### config.mk
export PLATFORM = sky130hd
export DESIGN_NAME = pixel_mem_server
export DESIGN_NICKNAME = d
export VERILOG_FILES = /design/src/rtl/pixel_mem_server.sv
export SDC_FILE = /design/constraint.sdc
export NUM_CORES = 1
export LEC_CHECK = 0
export CAP_MARGIN = 10
export CELL_PAD_IN_SITES_DETAIL_PLACEMENT = 0
export CELL_PAD_IN_SITES_GLOBAL_PLACEMENT = 1
export CORE_MARGIN = 1
export CORE_UTILIZATION = 55
export CTS_BUF_LIST = sky130_fd_sc_hd__clkbuf_4 sky130_fd_sc_hd__clkbuf_8
export CTS_CLUSTER_SIZE = 40
export DETAILED_ROUTE_END_ITERATION = 8
export DONT_BUFFER_PORTS = 1
export HOLD_SLACK_MARGIN = 0.1
export PLACE_DENSITY = 0.91
export SETUP_SLACK_MARGIN = 0.1
export SLEW_MARGIN = 15
export SYNTH_ARGS = -nofsm -noshare
export SYNTH_HDL_FRONTEND = slang
export SYNTH_SLANG_ARGS = --single-unit
export TNS_END_PERCENT = 10
### constraint.sdc
create_clock -name clk -period 4.2 [get_ports clk]
set_input_delay 0.84 -clock clk [delete_from_list [all_inputs] [get_ports clk]]
set_output_delay 0.84 -clock clk [all_outputs]
set_load 0.03 [all_outputs]
### src/rtl/pixel_mem_server.sv
// Source/result frame memory server for a single pixel-processing core.
// Define PIXEL_MEM_DUMP_EN to stream the finished result frame on dump_val/dump_data.
module pixel_mem_server #(
  parameter int V_SIZE = 4,
  parameter int H_SIZE = 4,
  parameter int ADDR_W = 16,
  parameter int RD_LAT = 1
) (
  input  logic              clk,
  input  logic              reset,
  input  logic              load_val,
  input  logic [23:0]       load_data,
  output logic              load_done,
  input  logic              rd_pixel,
  input  logic [ADDR_W-1:0] addr_pixel,
  output logic              pixel_val,
  output logic [23:0]       pixel_in,
  input  logic              wr_pixel,
  input  logic [23:0]       pixel_out,
  output logic              frame_done,
  output logic              rd_err,
  output logic              wr_err,
  output logic              dump_val,
  output logic [23:0]       dump_data
);

  localparam int IMG_SIZE = V_SIZE * H_SIZE;
  localparam int IDX_W = (IMG_SIZE > 1) ? $clog2(IMG_SIZE) : 1;
  localparam logic [ADDR_W-1:0] LAST_PTR = ADDR_W'(IMG_SIZE - 1);
  localparam logic [2:0] LAT_LAST = 3'(RD_LAT - 1);

  typedef enum logic [1:0] {
    ST_LOAD  = 2'd0,
    ST_SERVE = 2'd1,
    ST_DUMP  = 2'd2,
    ST_DONE  = 2'd3
  } state_t;

  state_t            state_r;
  logic [23:0]       src_mem [IMG_SIZE];
  logic [23:0]       res_mem [IMG_SIZE];
  logic [ADDR_W-1:0] ld_ptr_r;
  logic [ADDR_W-1:0] wr_ptr_r;
  logic [ADDR_W-1:0] rd_addr_r;
  logic              rd_busy_r;
  logic [2:0]        rd_cnt_r;
  logic              load_we_s;
  logic              res_we_s;
`ifdef PIXEL_MEM_DUMP_EN
  logic [ADDR_W-1:0] dump_ptr_r;
`else
  // RES is only observable through the dump stream.
  logic              unused_res_s;
  assign unused_res_s = ^res_mem[0];
`endif

  function automatic logic in_frame(input logic [ADDR_W-1:0] a);
    return ({1'b0, a} < (ADDR_W+1)'(IMG_SIZE));
  endfunction

  function automatic logic [23:0] src_word(input logic [ADDR_W-1:0] a);
    if (in_frame(a)) begin
      return src_mem[a[IDX_W-1:0]];
    end else begin
      return 24'h000000;
    end
  endfunction

  assign load_we_s = (state_r == ST_LOAD) && load_val;
  assign res_we_s  = (state_r == ST_SERVE) && wr_pixel;

  // Frame memories carry no reset so contents survive a reset.
  always_ff @(posedge clk) begin
    if (load_we_s) begin
      src_mem[ld_ptr_r[IDX_W-1:0]] <= load_data;
    end
    if (res_we_s) begin
      res_mem[wr_ptr_r[IDX_W-1:0]] <= pixel_out;
    end
  end

  // Control FSM, read channel and all registered outputs.
  always_ff @(posedge clk or posedge reset) begin
    if (reset) begin
      state_r    <= ST_LOAD;
      ld_ptr_r   <= {ADDR_W{1'b0}};
      wr_ptr_r   <= {ADDR_W{1'b0}};
      rd_addr_r  <= {ADDR_W{1'b0}};
      rd_busy_r  <= 1'b0;
      rd_cnt_r   <= 3'd0;
      load_done  <= 1'b0;
      pixel_val  <= 1'b0;
      pixel_in   <= 24'h000000;
      frame_done <= 1'b0;
      rd_err     <= 1'b0;
      wr_err     <= 1'b0;
      dump_val   <= 1'b0;
      dump_data  <= 24'h000000;
`ifdef PIXEL_MEM_DUMP_EN
      dump_ptr_r <= {ADDR_W{1'b0}};
`endif
    end else begin
      pixel_val <= 1'b0;
      pixel_in  <= 24'h000000;
      dump_val  <= 1'b0;
      dump_data <= 24'h000000;

      // A read captured during LOAD stays frozen at count 0 until SERVE begins.
      if (rd_busy_r) begin
        if (rd_pixel) begin
          rd_err <= 1'b1;
        end
        if (state_r != ST_LOAD) begin
          if (rd_cnt_r == LAT_LAST) begin
            pixel_val <= 1'b1;
            pixel_in  <= src_word(rd_addr_r);
            rd_busy_r <= 1'b0;
          end else begin
            rd_cnt_r <= rd_cnt_r + 3'd1;
          end
        end
      end else if (rd_pixel) begin
        rd_addr_r <= addr_pixel;
        if (!in_frame(addr_pixel)) begin
          rd_err <= 1'b1;
        end
        if ((state_r != ST_LOAD) && (RD_LAT == 1)) begin
          pixel_val <= 1'b1;
          pixel_in  <= src_word(addr_pixel);
        end else begin
          rd_busy_r <= 1'b1;
          rd_cnt_r  <= (state_r == ST_LOAD) ? 3'd0 : 3'd1;
        end
      end

      case (state_r)
        ST_LOAD: begin
          if (wr_pixel) begin
            wr_err <= 1'b1;
          end
          if (load_val) begin
            if (ld_ptr_r == LAST_PTR) begin
              state_r   <= ST_SERVE;
              load_done <= 1'b1;
            end else begin
              ld_ptr_r <= ld_ptr_r + ADDR_W'(1);
            end
          end
        end
        ST_SERVE: begin
          if (wr_pixel) begin
            if (wr_ptr_r == LAST_PTR) begin
              frame_done <= 1'b1;
`ifdef PIXEL_MEM_DUMP_EN
              state_r    <= ST_DUMP;
`else
              state_r    <= ST_DONE;
`endif
            end else begin
              wr_ptr_r <= wr_ptr_r + ADDR_W'(1);
            end
          end
        end
`ifdef PIXEL_MEM_DUMP_EN
        ST_DUMP: begin
          if (wr_pixel) begin
            wr_err <= 1'b1;
          end
          dump_val  <= 1'b1;
          dump_data <= res_mem[dump_ptr_r[IDX_W-1:0]];
          if (dump_ptr_r == LAST_PTR) begin
            state_r <= ST_DONE;
          end else begin
            dump_ptr_r <= dump_ptr_r + ADDR_W'(1);
          end
        end
`endif
        ST_DONE: begin
          if (wr_pixel) begin
            wr_err <= 1'b1;
          end
        end
        default: begin
          state_r <= ST_DONE;
          if (wr_pixel) begin
            wr_err <= 1'b1;
          end
        end
      endcase
    end
  end

endmodule

==> impl_metrics.toml <==
[flow_run]
cap_violations = 0

[critical_path]
cp.required_ns = 4.68
worst_setup_path_end_kind = "flip-flop"
cp.arrival_ns = 3.11
crit_fanout = 43
critical_path_class = "flip-flop to flip-flop"
cp-start-kind = "flip-flop"

[yosys]
synth_top_family_by_area = "multiplexers"
synth_compound_area_share_pct = 3.97
synthMuxAreaShare_pct = 23.6
ys_warn_count = 0
synth-simple-area-share_pct = 3.82
postSynthAreaPerCell_um2 = 18.7
synth-xor-area-share_pct = 1.20
ys_types = 52
ys.flop_type = "edfxtp_1"
syn_area_um2 = 21200
async_flop_share_pct = 17.8
ys_seq_area_share_pct = 64.3
synth_edf_count = 384
netlist_instances = 1130
ys_ff_latch = 467
synth_fa_ha_area_share_pct = 0.414

[pwr]
p_sw_uw = 2250
combPwrFrac_pct = 6.7
peakVddDrop_mv = 0.361
switching_share_pct = 22.6
p_leak_uw = 0.00785
p_clk_share_pct = 41.1
pwr-share-seq_pct = 52.2
design_power_total_uw = 9950
powerDensity_nw_per_um2 = 428
internal_power_uw = 7700

[global_routing]
antenna_found_initial = 0
grtUsageTotal_pct = 25.2
grt_overflow = 0
grt_pass1_vias = 11800
grt_max_degree = 97
grt_pass1_wl_um = 70600

[clocking]
clk_pin_slew_ns = 0.06
cts_tree = "built"
cts.sinks = 467
htreeDepth = 3
clockBufferDepth = 3
hold_buffers = 0
cts_setup_buffers = 0
insertion_delay_ns = 0.65
ctsResizeCount = 0
clock-root-buffer = "clkbuf_8"
cts_buffers = 77

[floorplan]
ios = 123
core_area_um2 = 37800
fp.dieH_um = 198
start_util_pct = 56.0
dieArea_um2 = 39200
die_x_um = 198
num_rows = 71

[layout]
num_antenna_cells = 0
drive_gt1_share_pct = 32.9
final_nets = 1231
areaGrowthSynthToFinish_pct = 9.91
design_area_um2 = 23200

[timing]
hold_viol = 0
setup_slack_ns = 1.57
maxSlewViolCount = 0
tightest_slew_ns = 1.23
skew_ns = 0.0230
fin_crit_ns = 2.63
maxSlewHeadroom_pct = 17.5
clock.fmax_mhz = 380
fin_crit_sh_pct = 62.7
grt_setup_unrepaired = "false"
setup_violations = 0
tns_ns = 0

[routing]
wl_met3_um = 4450
dr.pass1.iters = 5
dr.max_layer_used = "met4"
first_iter_violations = 1097
m1WireLength_um = 17800
met2_length_um = 23500
via_per_inst = 6.54
vias = 11300
wl_per_cell_um = 27.5
drt-total-wl_um = 47500
ant_nets = 0
route.detailed.drc = 0

[placed_design]
place_area_um2 = 21700
pre_cts_ws_ns = 1.10
port_buffers = 0
hpwl_um = 25600
gp_congestion = 0.747

[run_status]
status = "finished clean"

[worst_hold_path]
hold_path_class = "primary input to flip-flop"
## state kept, by name, indices dropped and copies added, names as in the netlist
signal and flops:
frame_done 1, ld_ptr_r 16, load_done 1, pixel_in 24, pixel_val 1, rd_addr_r 16
rd_busy_r 1, rd_cnt_r 3, rd_err 1, src_mem 384, state_r 2, wr_err 1
wr_ptr_r 16
## Yosys cell counts, drive strengths merged (2+ instances only)
| cell type | number | area share, % |
|---|---|---|
| o21ai | 7 | 0.17 |
| a21o | 2 | 0.071 |
| a22oi | 44 | 1.6 |
| mux4 | 190 | 20 |
| and2 | 3 | 0.089 |
| nor2b | 5 | 0.15 |
| and3 | 8 | 0.24 |
| o21bai | 2 | 0.071 |
| xor2 | 5 | 0.21 |
| nand3 | 16 | 0.38 |
| mux2i | 50 | 2.4 |
| nand2b | 5 | 0.15 |
| ha | 7 | 0.41 |
| nor2 | 23 | 0.41 |
| buf | 64 | 1.9 |
| a311oi | 2 | 0.083 |
| nand4b | 2 | 0.083 |
| mux2 | 18 | 0.96 |
| dfrtp | 83 | 9.8 |
| nand2 | 68 | 1.2 |
| inv | 8 | 0.14 |
| nor3 | 5 | 0.12 |
| and4 | 3 | 0.12 |
| nor4 | 11 | 0.33 |
| nand4 | 9 | 0.27 |
| or3 | 3 | 0.089 |
| o221ai | 23 | 1.5 |
| xnor2 | 24 | 0.99 |
| clkbuf | 36 | 0.64 |
| edfxtp | 384 | 55 |
| a21oi | 5 | 0.12 |
## cells in the final DEF (no fill, tap or decap), drive strengths merged, types with 2 or more instances in the layout
cell	n
a311oi	2
clkinv	25
conb	25
and4	3
ha	7
o221ai	23
nor3	5
a21o	2
nand2b	5
and2	3
xnor2	24
clkinvlp	3
mux2	18
or3	3
dfrtp	83
o21ai	7
o21bai	2
nor4	11
a22oi	44
nand4b	2
nand2	68
buf	22
nand4	9
bufinv	3
and3	8
a21oi	5
mux2i	50
nor2	23
clkbuf	108
nor2b	5
inv	11
nand3	16
edfxtp	384
xor2	5
mux4	190
## logic make-up after synthesis
| logic type | count (synthesis) |
|---|---|
| flip-flops | 467 |
| multiplexers | 258 |
| AND/OR/NAND/NOR | 166 |
| buffers and inverters | 108 |
| AO/OA/AOI/OAI | 94 |
| XOR/XNOR | 29 |
| adder cells (fa/ha/maj) | 7 |
| other | 1 |
## layout make-up
class / count / area [um2]
clock buffers: 108 / 1340
fillers: 2554 / 14500
clock inverters: 34 / 258
repair buffers: 22 / 178
inverters: 8 / 32.5
multi-input cells: 579 / 7190
flip-flops and latches: 467 / 13600
well taps: 511 / 639
## worst paths after layout
check | slack, ns | start | depth (start not counted) | to
hold reg to reg | 0.48 | ld_ptr_r[15] | 1 | ld_ptr_r[15]
hold / removal | 0.28 | load_data[2] | 0 | src_mem[13][2]
max in group asynchronous | 3.11 | reset | 1 | rd_addr_r[0]
setup / recovery | 1.57 | rd_addr_r[0] | 6 | pixel_in[14]
min in group asynchronous | 0.30 | reset | 1 | pixel_in[3]
setup reg to reg | 1.57 | rd_addr_r[0] | 6 | pixel_in[14]
## through the flow
stage | hold WS [ns] | std cells | utilization [%]
2_1_floorplan | 0.447 | 1154 | -
3_3_place_gp | 0.464 | 1587 | 57.4
3_5_place_dp | 0.465 | 1587 | 57.4
4_1_cts | 0.245 | 1729 | 61.6
5_1_grt | 0.246 | 1729 | 61.6
6_report | 0.280 | 1729 | 61.6
## metal layers
| layer | up-vias | GRT usage, % |
|---|---|---|
| li1 | 4713 | - |
| met1 | 5872 | 32.7 |
| met2 | 586 | 40.6 |
| met3 | 138 | 6.57 |
| met4 | 0 | 11.0 |
| met5 | - | 0 |
## power groups by stage
| stage | Clock [uW] | Combinational [uW] | Sequential (uW) |
|---|---|---|---|
| floorplan | 0 | 656 | 5220 |
| global placement | 0 | 648 | 5280 |
| detailed placement | 0 | 660 | 5290 |
| CTS | 4140 | 663 | 5190 |
| global route | 4330 | 712 | 5200 |
| finish | 4090 | 662 | 5190 |
## critical path, stage by stage, from the launching register on
cell and delay, ns:
dfrtp_4 1.00, buf_12 0.39, mux4_2 0.56, a22oi_1 0.26, nand2_1 0.08, nand2_1 0.09
o221ai_2 0.08
(Power assumes the default switching activity.)
